### config.mk
export PLATFORM = sky130hd
export DESIGN_NAME = ieee_adder_issue
export DESIGN_NICKNAME = d
export VERILOG_FILES = /design/src/rtl/ieee_adder_issue.sv
export SDC_FILE = /design/constraint.sdc
export NUM_CORES = 1
export LEC_CHECK = 0
export ABC_AREA = 0
export BUFFER_PORTS_ARGS = -buffer_cell sky130_fd_sc_hd__buf_2
export CORE_ASPECT_RATIO = 1.2
export CORE_UTILIZATION = 45
export DETAILED_ROUTE_END_ITERATION = 7
export PLACE_DENSITY = 0.63
export SYNTH_ARGS = -nofsm -noshare
export SYNTH_HDL_FRONTEND = slang
export SYNTH_SLANG_ARGS = --single-unit
### constraint.sdc
create_clock -name clk -period 4.7 [get_ports clk]
set_input_delay 0.94 -clock clk [delete_from_list [all_inputs] [get_ports clk]]
set_output_delay 0.94 -clock clk [all_outputs]
set_load 0.05 [all_outputs]
### src/rtl/ieee_adder_issue.sv
// rtl/ieee_adder_issue.sv - operand issue FIFO ahead of the IEEE-754 single adder
// Classifies specials at enqueue; head entry falls through to the adder or result mux.
module ieee_adder_issue #(
    parameter int DEPTH = 4,
    parameter int CNT_W = 8
) (
    input  logic                     clk,
    input  logic                     rst,
    input  logic                     in_valid,
    output logic                     in_ready,
    input  logic [31:0]              in_a,
    input  logic [31:0]              in_b,
    input  logic                     in_sub,
    output logic                     out_valid,
    input  logic                     out_ready,
    output logic [31:0]              out_a,
    output logic [31:0]              out_b,
    output logic                     out_sub,
    output logic                     out_bypass,
    output logic [31:0]              out_bypass_result,
    output logic [CNT_W-1:0]         flush_count,
    output logic [$clog2(DEPTH):0]   level
);
    localparam int AW = $clog2(DEPTH);
    localparam logic [AW:0] FULL_LVL = (AW+1)'(DEPTH);
    localparam logic [31:0] QNAN = 32'h7FC0_0000;

    typedef struct packed {
        logic [31:0] a;
        logic [31:0] b;
        logic        sub;
        logic        bypass;
        logic [31:0] res;
    } entry_t;

    entry_t          mem_q [DEPTH];
    entry_t          entry_d;
    entry_t          head;
    logic [AW-1:0]   wr_ptr_q, wr_ptr_d, rd_ptr_q, rd_ptr_d;
    logic [AW:0]     level_q, level_d;
    logic [CNT_W-1:0] flush_q, flush_d;
    logic [CNT_W:0]  cnt_sum;
    logic            full, empty, push, pop;
    logic            a_nan, b_nan, a_inf, b_inf, a_den, b_den, eff_sb;
    logic [1:0]      n_den;

    always_comb begin
        a_nan  = (&in_a[30:23]) && (|in_a[22:0]);
        b_nan  = (&in_b[30:23]) && (|in_b[22:0]);
        a_inf  = (&in_a[30:23]) && !(|in_a[22:0]);
        b_inf  = (&in_b[30:23]) && !(|in_b[22:0]);
        a_den  = (in_a[30:23] == 8'd0) && (|in_a[22:0]);
        b_den  = (in_b[30:23] == 8'd0) && (|in_b[22:0]);
        eff_sb = in_b[31] ^ in_sub;
        n_den  = {1'b0, a_den} + {1'b0, b_den};

        entry_d.a      = a_den ? {in_a[31], 31'd0} : in_a;
        entry_d.b      = b_den ? {in_b[31], 31'd0} : in_b;
        entry_d.sub    = in_sub;
        entry_d.bypass = 1'b1;
        // Priority order matters: opposing infinities must yield NaN before either Inf wins.
        if (a_nan || b_nan)
            entry_d.res = QNAN;
        else if (a_inf && b_inf && (in_a[31] != eff_sb))
            entry_d.res = QNAN;
        else if (a_inf)
            entry_d.res = {in_a[31], 8'hFF, 23'd0};
        else if (b_inf)
            entry_d.res = {eff_sb, 8'hFF, 23'd0};
        else begin
            entry_d.res    = 32'd0;
            entry_d.bypass = 1'b0;
        end
    end

    always_comb begin
        full     = (level_q == FULL_LVL);
        empty    = (level_q == '0);
        in_ready = !full;
        push     = in_valid && !full;
        pop      = out_ready && !empty;

        wr_ptr_d = push ? wr_ptr_q + AW'(1) : wr_ptr_q;
        rd_ptr_d = pop  ? rd_ptr_q + AW'(1) : rd_ptr_q;
        level_d  = level_q;
        if (push && !pop)
            level_d = level_q + (AW+1)'(1);
        else if (pop && !push)
            level_d = level_q - (AW+1)'(1);

        cnt_sum = {1'b0, flush_q} + (CNT_W+1)'(n_den);
        flush_d = flush_q;
        if (push)
            flush_d = cnt_sum[CNT_W] ? '1 : cnt_sum[CNT_W-1:0];
    end

    always_ff @(posedge clk or posedge rst) begin
        if (rst) begin
            wr_ptr_q <= '0;
            rd_ptr_q <= '0;
            level_q  <= '0;
            flush_q  <= '0;
        end else begin
            wr_ptr_q <= wr_ptr_d;
            rd_ptr_q <= rd_ptr_d;
            level_q  <= level_d;
            flush_q  <= flush_d;
        end
    end

    // Entry storage carries no reset; occupancy alone decides what is visible.
    always_ff @(posedge clk) begin
        if (push)
            mem_q[wr_ptr_q] <= entry_d;
    end

    always_comb begin
        head              = empty ? '0 : mem_q[rd_ptr_q];
        out_valid         = !empty;
        out_a             = head.a;
        out_b             = head.b;
        out_sub           = head.sub;
        out_bypass        = head.bypass;
        out_bypass_result = head.res;
        flush_count       = flush_q;
        level             = level_q;
    end
endmodule

==> impl_metrics.ini, run 1 <==
[die]
dieHeight_um = 181
row_count = 65
core_um2 = 26300
ios = 180
dieWidth_um = 151
die-area_um2 = 27400
start_util = 0.458

[timing]
timing.fmax_ghz = 0.271
finalCriticalPeriod_ns = 3.69
fin_skew_ns = 0.0113
finalSetupTns_ns = 0
timing.hold.ws_ns = 0.466
relSlewSlack = 0.246
setup_viol = 0
period_share = 0.785
rsz0062_at_grt = false
worst_pin_slew_ns = 1.13
finalHoldViolCount = 0
maxSlewViolCount = 0

[final_layout]
drive_above_1_share = 0.355
final_cell_mix = edfxtp_1 (272), buf_2 (157), and2_1 (115)
n_antenna_cell = 0
final_nets = 864
fin_util = 0.526
fin_cells = 1143
final_common_cell = edfxtp_1
fin_area_um2 = 13800
syn2layout_area_growth_pct = 14.8

[synthesis]
synth_edf_count = 272
synth_top_cell_area_share = 0.679
synth_compound_area_frac = 0.00582
synth_seq_cells = 287
yosysTopAreaCell = edfxtp_1
synthSimpleGateAreaFrac = 0.0916
yosys_warnings = 0
ys_async_sr_fraction = 0.0523
synth_mux_area_frac = 0.129
ys_types = 43
synth_adder_area_share = 0.00957
synth_top_family_by_area = multiplexers
ys.flop_type = edfxtp_1
ys_seq_area_frac = 0.710
synthCells = 647
avgSynthCellArea_um2 = 18.6
synth_area_um2 = 12000
synth_xor_area_frac = 0.00873
yosys-top-cells-area = edfxtp_1 (68%), mux4_2 (13%), and2_1 (6.0%)

[power_and_ir_drop]
leakagePower_nw = 4.89
power_density_nw_per_um2 = 738
peakVddDrop_v = 0.000863

[route]
ant_nets = 0
via_per_inst = 5.34
drt-total-wl_mm = 24.4
dr.pass1.iters = 4
drtIter0Drc = 327
vias = 6105
drc = 0
wire_per_inst_um = 21.3

[outcome]
run_status = completed

[grt]
grt_max_degree = 69
grt_pass1_wl_mm = 37.8
grt_antenna_before_repair = 0
grt_pass1_vias = 6574
grt_usage = 0.184
gr-total-overflow = 0

[run]
max_cap_viol_count = 0

[critical_path]
cp-start-kind = flop
crit_chain = buf_4 -> mux4_2 -> and2_1 -> buf_2
cp.arrival_ns = 2.75
cpMaxStageDelayCell = dfrtp_4
max_stage_delay_ns = 0.87
required_ns = 3.76
worst_setup_path_end_kind = primary output
critical_path_class = reg2out
path_max_fanout = 32

[clock_network]
cts.sinks = 287
clk_pin_slew_worst_paths_ns = 0.06
clk_latency_ns = 0.53
numCtsBuffers = 29
ctsHoldBuffers = 0
cts_tree = yes
clock_path_buffers = 3
post_cts_buffers = 0
ctsRootBufferMaster = clkbuf_16
cts_resized = 0
cts_max_level = 1

[worst_hold_path]
worstHoldPathType = in2async

[place]
gp_congestion = 0.761
dp.cells = 1091
port_buffers = 157
dp_hpwl_mm = 14.7
placed_area_um2 = 12900
## worst max-delay path, delay by kind of cell, from the launching register on
| kind | cells | cell delay [ns] |
|---|---|---|
| AND/OR/NAND/NOR | 1 | 0.17 |
| buffers and inverters | 2 | 0.61 |
| multiplexers | 1 | 0.54 |
| flip-flops | 1 | 0.87 |
## layout make-up
cell class / instances / area, um^2
clock buffers: 39 / 763
clock inverters: 13 / 139
fillers: 2127 / 12500
inverters: 7 / 33.8
multi-input cells: 298 / 3050
flip-flops and latches: 287 / 8550
well taps: 335 / 419
repair buffers: 164 / 851
## sequential cells by signal, indices dropped and copies added, names as in the netlist
| register | cells |
|---|---|
| wr_ptr_q | 2 |
| level | 3 |
| mem_q | 272 |
| rd_ptr_q | 2 |
| flush_count | 8 |
## kinds of logic (layout without fill, tap and decap cells)
kind of cell,after synthesis,count (layout)
flip-flops,287,287
other,1,22
multiplexers,70,70
adder cells (fa/ha/maj),8,8
AND/OR/NAND/NOR,176,176
XOR/XNOR,12,12
buffers and inverters,83,223
AO/OA/AOI/OAI,10,10
## cells in the mapped netlist (all sizes together) (7+ instances only)
cell type  number
nor4           14
buf            50
inv             7
nand2          14
mux4           68
dfrtp          15
nand4          11
edfxtp        272
clkbuf         26
and2          115
## power by group
group / switching (mW) / internal, mW / total (mW)
sequential: 0.287 / 3.36 / 3.65
combinational: 3.02 / 1.32 / 4.34
clock: 0.910 / 1.30 / 2.21
total: 4.22 / 5.98 / 10.2
## final timing paths
kind	depth (start not counted)	slack [ns]	startpoint	to
min in group clk	1	0.51	level[2]$_DFFE_PP0P_	level[2]$_DFFE_PP0P_
worst min register to register	1	0.51	level[2]$_DFFE_PP0P_	level[2]$_DFFE_PP0P_
worst min-delay path	2	0.47	rst	flush_count[6]$_DFFE_PP0P_
worst max-delay path	4	1.01	rd_ptr_q[0]$_DFFE_PP0P_	out_a[9]
max in group asynchronous	2	3.80	rst	rd_ptr_q[0]$_DFFE_PP0P_
worst max register to register	8	2.10	level[0]$_DFFE_PP0P_	level[2]$_DFFE_PP0P_
## through the flow
step	worst slack (ns)	power (mW)
finish	1.01	10.2
global route	0.826	10.7
CTS	0.901	10.4
detailed placement	1.35	8.15
global placement	1.42	8.08
floorplan	1.65	7.18
## routing by layer
| metal | part of all wire | GRT usage | up-vias |
|---|---|---|---|
| met3 | 0.050 | 0.0263 | 32 |
| met2 | 0.51 | 0.317 | 168 |
| met1 | 0.43 | 0.248 | 3190 |
| li1 | - | - | 2715 |
| met4 | 0.016 | 0.0388 | 0 |
| met5 | 0 | 0 | - |
Power figures use the tool's default switching activity.
==> run 2: changes to the inputs <==
==> constraint.sdc (replaced) <==
create_clock -name clk -period 3.45 [get_ports clk]
set_input_delay 0.69 -clock clk [delete_from_list [all_inputs] [get_ports clk]]
set_output_delay 0.69 -clock clk [all_outputs]
set_load 0.05 [all_outputs]
==> impl_metrics.ini, run 2 (synthesized netlist as in run 1, its figures left out) <==
[route]
ant_nets = 0
drt-total-wl_mm = 24.4
via_per_inst = 5.34
dr.pass1.iters = 4
vias = 6155
drc = 0
drtIter0Drc = 347
wire_per_inst_um = 21.2

[grt]
grt_max_degree = 53
grt_antenna_before_repair = 0
grt_pass1_wl_mm = 37.9
grt_usage = 0.185
gr-total-overflow = 0
grt_pass1_vias = 6580

[final_layout]
n_antenna_cell = 0
syn2layout_area_growth_pct = 16.5
multiInputGateArea_um2 = 3050
final_common_cell = edfxtp_1
fin_cells = 1153
fillers = 2123
final_nets = 874
top_register = mem_q
final_cell_mix = edfxtp_1 (272), buf_2 (157), and2_1 (115)
seq_area_um2 = 8550
drive_above_1_share = 0.373
largest_reg_flops = 272

[power_and_ir_drop]
peakVddDrop_v = 0.000711
internal-power_mw = 8.36
p_seq_frac = 0.340
leakagePower_nw = 5.00
clkPwrFrac = 0.223
power_mw = 14.1
switchingPower_mw = 5.79
pwr-share-comb = 0.437
netSwitchingFraction = 0.409
power_density_nw_per_um2 = 1010

[critical_path]
crit_buf_inv = 2
critical_path_class = reg2out
critPathTopFamily = simple AND/OR/NAND/NOR gates
timing.rr.start = level[0]$_DFFE_PP0P_
required_ns = 2.76
path_max_fanout = 52
cp-start-kind = flop
worst_setup_path_end_kind = primary output
critPathLaunch = level[0]$_DFFE_PP0P_
r2r_slack_ns = 0.95
crit_chain = or3_2 -> buf_4 -> and2_1 -> buf_2
cp.arrival_ns = 2.58
cpMaxStageDelayCell = or3_2
max_stage_delay_ns = 0.70

[worst_hold_path]
worstHoldPathType = in2async

[timing]
finalHoldViolCount = 0
finalSetupTns_ns = 0
setup_viol = 0
relSlewSlack = 0.616
timing.hold.ws_ns = 0.210
period_share = 0.948
fin_skew_ns = 0.00989
finalCriticalPeriod_ns = 3.27
timing.fmax_ghz = 0.306
maxSlewViolCount = 0
worst_pin_slew_ns = 0.576
rsz0062_at_grt = false

[place]
dp.cells = 1101
port_buffers = 157
dp_hpwl_mm = 15.7
gp_congestion = 0.794

[clock_network]
post_cts_buffers = 0
cts_max_level = 1
cts.sinks = 287
ctsHoldBuffers = 0
cts_resized = 0
ctsRootBufferMaster = clkbuf_16
cts_tree = yes
clock_path_buffers = 3
numCtsBuffers = 29
clk_pin_slew_worst_paths_ns = 0.06
clk_latency_ns = 0.53

[die]
start_util = 0.458
ios = 180
dieHeight_um = 181
row_count = 65
die-area_um2 = 27400
core_um2 = 26300
dieWidth_um = 151

[outcome]
run_status = completed

[run]
max_cap_viol_count = 0
## run 2: changes by cell type in the layout (fill, tap and decap cells not counted), sizes merged
cell,delta
bufinv,+2
inv,+1
buf,+10
clkbuf,-8
clkinv,+5
## run 2: path summary, 6_finish.rpt
path                                      endpoint  depth (start not counted)
setup / recovery                         out_b[20]                          4
hold / removal                level[2]$_DFFE_PP0P_                          2
setup reg to reg              level[2]$_DFFE_PP0P_                          8
hold reg to reg               level[2]$_DFFE_PP0P_                          1
max in group asynchronous  rd_ptr_q[0]$_DFFE_PP0P_                          2
min in group clk            mem_q[1][59]$_DFFE_PP_                          1
## run 2: final cells by class
cell class                 instances  share of cell area
inverter                           7             0.00241
clock inverter                    21              0.0169
sequential                       287               0.610
clock buffer                      31              0.0523
timing repair buffer             174              0.0705
multi-input combinational        298               0.218
tap                              335              0.0299
## run 2: routing by layer
metal / wire [um] / GRT usage / vias to the layer above
li1: - / - / 2740
met1: 9830 / 0.244 / 3186
met2: 12500 / 0.315 / 200
met3: 1660 / 0.0326 / 29
met4: 431 / 0.0432 / 0
met5: 0 / 0 / -
## run 2: power by group through the flow
stage,Sequential [mW],Combinational [mW],Clock [mW]
3_5_place_dp,4.90,6.28,0
5_1_grt,4.88,6.55,3.35
6_report,4.81,6.18,3.15
2_1_floorplan,4.83,4.95,0
3_3_place_gp,4.85,6.26,0
4_1_cts,4.83,6.29,3.22
## run 2: through the flow
step                 util  worst slack, ns  cell area, um^2
finish              0.534            0.181            14000
global route        0.534           0.0388            14000
CTS                 0.534            0.128            14000
detailed placement  0.497            0.339            13000
global placement    0.497            0.403            13000
floorplan               -            0.650            12100
